--- config.mk ---
export PLATFORM = sky130hd
export DESIGN_NAME = mem_access_unit_flat
export DESIGN_NICKNAME = d
export VERILOG_FILES = /design/src/rtl/mem_access_unit_if.sv /design/src/rtl/mem_access_unit.sv /design/src/flat_wrapper.sv
export SDC_FILE = /design/constraint.sdc
export NUM_CORES = 1
export LEC_CHECK = 0
export CAP_MARGIN = 30
export CORE_MARGIN = 10
export CORE_UTILIZATION = 48
export CTS_CLUSTER_SIZE = 8
export DETAILED_ROUTE_END_ITERATION = 10
export PLACE_DENSITY = 0.87
export SETUP_SLACK_MARGIN = 0.4
export SYNTH_ARGS = -nofsm -noshare
export SYNTH_HDL_FRONTEND = slang
export SYNTH_SLANG_ARGS = --single-unit
--- constraint.sdc ---
create_clock -name clk -period 3.2 [get_ports clk]
set_input_delay 0.64 -clock clk [delete_from_list [all_inputs] [get_ports clk]]
set_output_delay 0.64 -clock clk [all_outputs]
set_load 0.05 [all_outputs]
--- src/rtl/mem_access_unit_if.sv ---
// Data-memory port between the MEM-stage access unit (master) and the memory (slave).
// Handshake: the master raises dmReq and holds dmWe/dmAddr/dmBe/dmWdata stable until
// it samples dmAck high on a rising edge; dmRdata is valid only in that dmAck cycle.
interface mem_access_unit_if;
    logic        dmReq;
    logic        dmWe;
    logic [31:0] dmAddr;
    logic [3:0]  dmBe;
    logic [31:0] dmWdata;
    logic [31:0] dmRdata;
    logic        dmAck;

    modport master (output dmReq, dmWe, dmAddr, dmBe, dmWdata,
                    input  dmRdata, dmAck);
    modport slave  (input  dmReq, dmWe, dmAddr, dmBe, dmWdata,
                    output dmRdata, dmAck);
endinterface

--- src/rtl/mem_access_unit.sv ---
// MEM-stage load/store unit: one bus transaction per access, stalls until ack or timeout,
// byte-lane steering for stores and lane select plus extension for loads.
module mem_access_unit #(
    parameter int TIMEOUT_CYCLES = 255
) (
    input  logic                      clk,
    input  logic                      rst_n,
    input  logic [31:0]               aluOutM,
    input  logic [31:0]               writeDataM,
    input  logic                      memReadM,
    input  logic                      memWriteM,
    input  logic [1:0]                memSizeM,
    input  logic                      memUnsignedM,
    input  logic                      flushM,
    output logic                      stallM,
    output logic [31:0]               readDataM,
    output logic                      excAddrErrM,
    output logic                      busErrM,
    output logic [1:0]                o_dbg_state,
    mem_access_unit_if.master         dm
);
    typedef enum logic [1:0] {S_IDLE = 2'd0, S_REQ = 2'd1, S_DONE = 2'd2} state_t;

    state_t      r_state, w_next;
    logic        r_we, r_uns, r_err;
    logic [1:0]  r_size, r_off;
    logic [31:0] r_addr, r_wdata, r_rdata;
    logic [3:0]  r_be;
    logic [7:0]  r_cnt;

    logic        w_access, w_mis, w_start, w_tmo;
    logic [3:0]  w_be;
    logic [31:0] w_wdata, w_load, w_shift_b, w_shift_h;

    assign w_access = (memReadM | memWriteM) & ~flushM;

    always_comb begin
        w_mis = 1'b0;
        case (memSizeM)
            2'b00:   w_mis = 1'b0;
            2'b01:   w_mis = aluOutM[0];
            default: w_mis = (aluOutM[1:0] != 2'b00);
        endcase
    end

    assign w_start = (r_state == S_IDLE) & w_access & ~w_mis;
    assign w_tmo   = (r_cnt == 8'(TIMEOUT_CYCLES - 1));

    // Stores replicate data across lanes; loads read the whole word and select later.
    always_comb begin
        w_be    = 4'b1111;
        w_wdata = 32'h0;
        if (memWriteM) begin
            case (memSizeM)
                2'b00: begin
                    w_be    = 4'b0001 << aluOutM[1:0];
                    w_wdata = {4{writeDataM[7:0]}};
                end
                2'b01: begin
                    w_be    = aluOutM[1] ? 4'b1100 : 4'b0011;
                    w_wdata = {2{writeDataM[15:0]}};
                end
                default: begin
                    w_be    = 4'b1111;
                    w_wdata = writeDataM;
                end
            endcase
        end
    end

    assign w_shift_b = dm.dmRdata >> {r_off, 3'b000};
    assign w_shift_h = dm.dmRdata >> {r_off[1], 4'b0000};

    always_comb begin
        w_load = dm.dmRdata;
        case (r_size)
            2'b00:   w_load = r_uns ? {24'h0, w_shift_b[7:0]}
                                    : {{24{w_shift_b[7]}}, w_shift_b[7:0]};
            2'b01:   w_load = r_uns ? {16'h0, w_shift_h[15:0]}
                                    : {{16{w_shift_h[15]}}, w_shift_h[15:0]};
            default: w_load = dm.dmRdata;
        endcase
    end

    always_ff @(posedge clk or negedge rst_n) begin
        if (!rst_n) r_state <= S_IDLE;
        else        r_state <= w_next;
    end

    always_comb begin
        w_next = r_state;
        case (r_state)
            S_IDLE:  if (w_start) w_next = S_REQ;
            S_REQ:   if (dm.dmAck || w_tmo) w_next = S_DONE;
            S_DONE:  w_next = S_IDLE;
            default: w_next = S_IDLE;
        endcase
    end

    always_ff @(posedge clk or negedge rst_n) begin
        if (!rst_n) begin
            r_we    <= 1'b0;
            r_uns   <= 1'b0;
            r_err   <= 1'b0;
            r_size  <= 2'b00;
            r_off   <= 2'b00;
            r_addr  <= 32'h0;
            r_wdata <= 32'h0;
            r_rdata <= 32'h0;
            r_be    <= 4'h0;
            r_cnt   <= 8'h0;
        end else begin
            case (r_state)
                S_IDLE: if (w_start) begin
                    r_addr  <= {aluOutM[31:2], 2'b00};
                    r_we    <= memWriteM;
                    r_be    <= w_be;
                    r_wdata <= w_wdata;
                    r_size  <= memSizeM;
                    r_uns   <= memUnsignedM;
                    r_off   <= aluOutM[1:0];
                    r_cnt   <= 8'h0;
                    r_err   <= 1'b0;
                end
                // Ack takes precedence over a timeout landing in the same cycle.
                S_REQ: if (dm.dmAck) begin
                    if (!r_we) r_rdata <= w_load;
                end else if (w_tmo) begin
                    r_rdata <= 32'h0;
                    r_err   <= 1'b1;
                end else begin
                    r_cnt   <= r_cnt + 8'h1;
                end
                default: ;
            endcase
        end
    end

    assign dm.dmReq     = (r_state == S_REQ);
    assign dm.dmWe      = r_we;
    assign dm.dmAddr    = r_addr;
    assign dm.dmBe      = r_be;
    assign dm.dmWdata   = r_wdata;
    assign stallM       = w_start | (r_state == S_REQ);
    assign excAddrErrM  = (r_state == S_IDLE) & w_access & w_mis;
    assign busErrM      = (r_state == S_DONE) & r_err;
    assign readDataM    = r_rdata;
    assign o_dbg_state  = r_state;
endmodule
--- src/flat_wrapper.sv ---
// flat-port wrapper written by rule: the top's interface ports become plain ports
module mem_access_unit_flat 
#(
    parameter int TIMEOUT_CYCLES = 255
)
  (clk, rst_n, aluOutM, writeDataM, memReadM, memWriteM, memSizeM, memUnsignedM, flushM, stallM, readDataM, excAddrErrM, busErrM, o_dbg_state, dm_dmReq, dm_dmWe, dm_dmAddr, dm_dmBe, dm_dmWdata, dm_dmRdata, dm_dmAck);
  mem_access_unit_if dm_i ();
  input  logic clk;
  input  logic rst_n;
  input  logic [31:0] aluOutM;
  input  logic [31:0] writeDataM;
  input  logic memReadM;
  input  logic memWriteM;
  input  logic [1:0] memSizeM;
  input  logic memUnsignedM;
  input  logic flushM;
  output logic stallM;
  output logic [31:0] readDataM;
  output logic excAddrErrM;
  output logic busErrM;
  output logic [1:0] o_dbg_state;
  output wire logic [$bits(dm_i.dmReq)-1:0] dm_dmReq;
  output wire logic [$bits(dm_i.dmWe)-1:0] dm_dmWe;
  output wire logic [$bits(dm_i.dmAddr)-1:0] dm_dmAddr;
  output wire logic [$bits(dm_i.dmBe)-1:0] dm_dmBe;
  output wire logic [$bits(dm_i.dmWdata)-1:0] dm_dmWdata;
  input wire logic [$bits(dm_i.dmRdata)-1:0] dm_dmRdata;
  input wire logic [$bits(dm_i.dmAck)-1:0] dm_dmAck;
  assign dm_dmReq = dm_i.dmReq;
  assign dm_dmWe = dm_i.dmWe;
  assign dm_dmAddr = dm_i.dmAddr;
  assign dm_dmBe = dm_i.dmBe;
  assign dm_dmWdata = dm_i.dmWdata;
  assign dm_i.dmRdata = dm_dmRdata;
  assign dm_i.dmAck = dm_dmAck;
  mem_access_unit #(.TIMEOUT_CYCLES(TIMEOUT_CYCLES)) u_core (.clk(clk), .rst_n(rst_n), .aluOutM(aluOutM), .writeDataM(writeDataM), .memReadM(memReadM), .memWriteM(memWriteM), .memSizeM(memSizeM), .memUnsignedM(memUnsignedM), .flushM(flushM), .stallM(stallM), .readDataM(readDataM), .excAddrErrM(excAddrErrM), .busErrM(busErrM), .o_dbg_state(o_dbg_state), .dm(dm_i));
endmodule
==> metrics.md <==
| Metric | Value |
|---|---|
| Worst min path class | `in2async` |
| Setup TNS | `0 ps` |
| Combinational family with the most area after synthesis | `simple AND/OR/NAND/NOR gates` |
| Routability congestion estimate | `0.899` |
| Post-CTS sizing | `0` |
| Status | `finished, final reports clean` |
| Area growth syn-to-layout | `52.5%` |
| WL final | `18.2 mm` |
| Area of the multi-input gates | `0.00242 mm2` |
| Residual DRC | `0` |
| Port buffer count | `209` |
| Reg clk slew, reported paths | `60 ps` |
| Root buffer cell | `clkbuf_16` |
| Synthesized area per cell | `9.69 um2` |
| Leakage power | `3.79 nW` |
| Dpl hpwl | `13.4 mm` |
| Reg2Reg Capture Point | `u_core.readDataM[25]$_DFFE_PN0P_` |
| Post-Syn Instances | `568` |
| CP bufs+invs | `2` |
| Post-synth EDFFs | `0` |
| Initial cell density of the core | `0.486` |
| 1st-iter DRT viols | `402` |
| RSZ-0062 raised after global routing | `no` |
| Critical Path AT | `2040 ps` |
| Compound-cell area share of the yosys netlist | `0.163` |
| Antenna violations before repair | `1` |
| Fill count | `779` |
| TritonCTS buffer count | `17` |
| Worst setup path endpoint | `stallM` |
| WL/cell | `19.7 um` |
| Final setup fails | `0` |
| Slack of the worst reg-to-reg path | `980 ps` |
| Share of cells above drive strength 1 | `0.0846` |
| Clock Sinks | `115` |
| Kind of cell adding the most delay to the critical path | `buffers and inverters` |
| Critical path depth | `5` |
| Clock latency on the worst-skew pair | `410 ps` |
| Flops & latches, synth | `115` |
| Post-synthesis simple-gate area fraction | `0.179` |
| DP Area | `0.00772 mm2` |
| CP startpoint | `memSizeM[1]` |
| Hold Fails Final Rpt | `0` |
| Die span in y | `127 um` |
| Commonest cells after routing, fill and taps aside | `205 x clkdlybuf4s50_1, 176 x nand2_1, 115 x dfrtp_1` |
| FMAX | `374 MHz` |
| Cts hold-fix bufs | `0` |
| Post-route ant nets | `0` |
| Clock Skew | `8.10 ps` |
| Cell Rows | `39` |
| Avg Vias per Cell | `5.61` |
| Predominant post-synthesis flop cell | `dfrtp_1` |
| Final Max Slew Viols | `0` |
| Synth Warn # | `0` |
| Seq/Total Area, Yosys | `0.523` |
| CP max stage delay | `480 ps` |
| Max Cap Violations | `0` |
| Global-route wire length before repair | `29.4 mm` |
| Slowest cell on the critical path | `clkdlybuf4s50_1` |
| GRT Residual Overflow | `0` |
| H-Tree Depth | `4` |
| Net count reported at finish | `874` |
| Slew @ Worst Pin | `750 ps` |
| Peak VDD IR | `662 uV` |
| Vias in the first global route | `5480` |
| Largest net degree at the start of global routing | `105` |
| Crit Path Class | `in2out` |
| Via count | `5186` |
| Synth Area in XOR/XNOR | `0.00796` |
| Mux contribution to synthesized area | `0.0818` |
| Die X | `127 um` |
| Commonest non-fill, non-tap cell in the layout | `clkdlybuf4s50_1` |
| Final period util | `0.836` |
| Critical Path Sink Type | `primary output` |
| DRT Pass-1 Iters | `5` |
| Setup bufs post-CTS | `0` |
| Area share of fa/ha/maj cells after synthesis | `0.00455` |
| Distinct cells, synth | `52` |
| Crit path cell chain | `clkdlybuf4s50_1, nor2_1, o211ai_4, nand2_1, buf_12` |
| Total die area | `0.0161 mm2` |
| RR Startpoint | `u_core.o_dbg_state[1]$_DFFE_PN0P_` |
| Critical-path maximum fanout | `5` |
| Post-Syn Area | `0.00550 mm2` |
| GRT Overall Usage | `0.225` |
| Minimum clock period | `2680 ps` |
| Pwr dens | `941 mW/mm2` |
| Asr flop ratio synth | `1.00` |
| Worst reg-to-reg path cell count | `4` |
| Finished layout cell area | `0.00839 mm2` |
| Storage element area | `0.00288 mm2` |
| Placeable Area | `0.0113 mm2` |
| Ports | `212` |
| CTS tree | `done` |
| Critical path data required time | `2560 ps` |
| Max clock buf depth | `2` |
| Slew HR | `0.500` |
| Post-layout util | `0.741` |
| Worst setup SP type | `input pin` |
Yosys cell counts, types with 4 or more instances:
library cell | count | area (um2)
a32oi_1 | 4 | 35.0
o21a_1 | 11 | 82.6
nor2_1 | 16 | 60.1
dfrtp_1 | 115 | 2880
xor2_1 | 4 | 35.0
o21ai_0 | 38 | 190
nor2b_1 | 5 | 31.3
mux2i_1 | 30 | 300
inv_1 | 5 | 18.8
buf_2 | 21 | 105
o31ai_1 | 17 | 128
a221o_1 | 16 | 160
nand2b_1 | 5 | 31.3
nand3_1 | 9 | 45.0
o2bb2ai_1 | 8 | 70.1
a21oi_1 | 13 | 65.1
nor3_1 | 6 | 30.0
mux2_2 | 12 | 135
clkbuf_1 | 11 | 41.3
nand2_1 | 176 | 661
cell type report:
| type | instances | area share |
|---|---|---|
| multi-input cells | 407 | 0.289 |
| clock inverters | 9 | 0.0206 |
| repair buffers | 218 | 0.264 |
| diodes | 1 | 0.000298 |
| well taps | 143 | 0.0213 |
| clock buffers | 23 | 0.0593 |
| inverters | 8 | 0.00358 |
| flip-flops and latches | 115 | 0.343 |
per-layer routing:
metal	global-route usage	routed length [um]	vias up
met5	0	0	-
met4	0.0938	510	0
met3	0.112	2150	44
met2	0.354	8430	274
met1	0.256	7150	2501
li1	-	-	2367
where the power goes:
part	switching, mW	internal, mW	leakage, nW	total (mW)
combinational	2.27	1.23	1.99	3.50
sequential	0.336	1.90	1.47	2.23
clock	0.676	1.48	0.329	2.16
total	3.29	4.61	3.79	7.90
kinds of logic after synthesis:
family          after synthesis
mux                          43
buf+inv                      47
simple gates                233
flops                       115
fa+ha+maj                     2
compound gates              122
other cells                   1
xor+xnor                      5
registers in the layout, summed over array words and instances (netlist names), 2 cells and up:
signal,count
u_core.dm.dmBe,4
u_core.r_cnt,8
u_core.r_size,2
u_core.dm.dmWdata,32
u_core.readDataM,32
u_core.o_dbg_state,2
u_core.r_off,2
u_core.dm.dmAddr,30
worst min-delay path by stage:
stage                                            from                           endpoint  cells past startpoint  slack [ps]
floorplan                                       rst_n   u_core.dm.dmAddr[10]$_DFFE_PN0P_                      0         340
global placement     u_core.dm.dmAddr[22]$_DFFE_PN0P_   u_core.dm.dmAddr[22]$_DFFE_PN0P_                      2         460
detailed placement  u_core.dm.dmWdata[29]$_DFFE_PN0P_  u_core.dm.dmWdata[29]$_DFFE_PN0P_                      2         470
CTS                                             rst_n  u_core.dm.dmWdata[15]$_DFFE_PN0P_                      1         330
global route                                    rst_n  u_core.dm.dmWdata[22]$_DFFE_PN0P_                      1         360
finish                                          rst_n  u_core.dm.dmWdata[22]$_DFFE_PN0P_                      1         310
worst register-to-register path: stages, from the launching register on:
cell      delay [ps]
dfrtp_1          470
and4bb_2         620
nand2_1          240
a211oi_4         620
a221o_1          210
stage by stage:
stage                     total power, mW  instances  setup slack, ps  hold slack (ps)
after floorplan                      4.42        569              607              344
after global routing                 8.21        924              420              361
after detailed placement             5.75        891              395              465
after CTS                            7.92        923              458              326
final                                7.90        924              524              310
after global placement               5.67        890              505              457
Power figures use the tool's default switching activity.
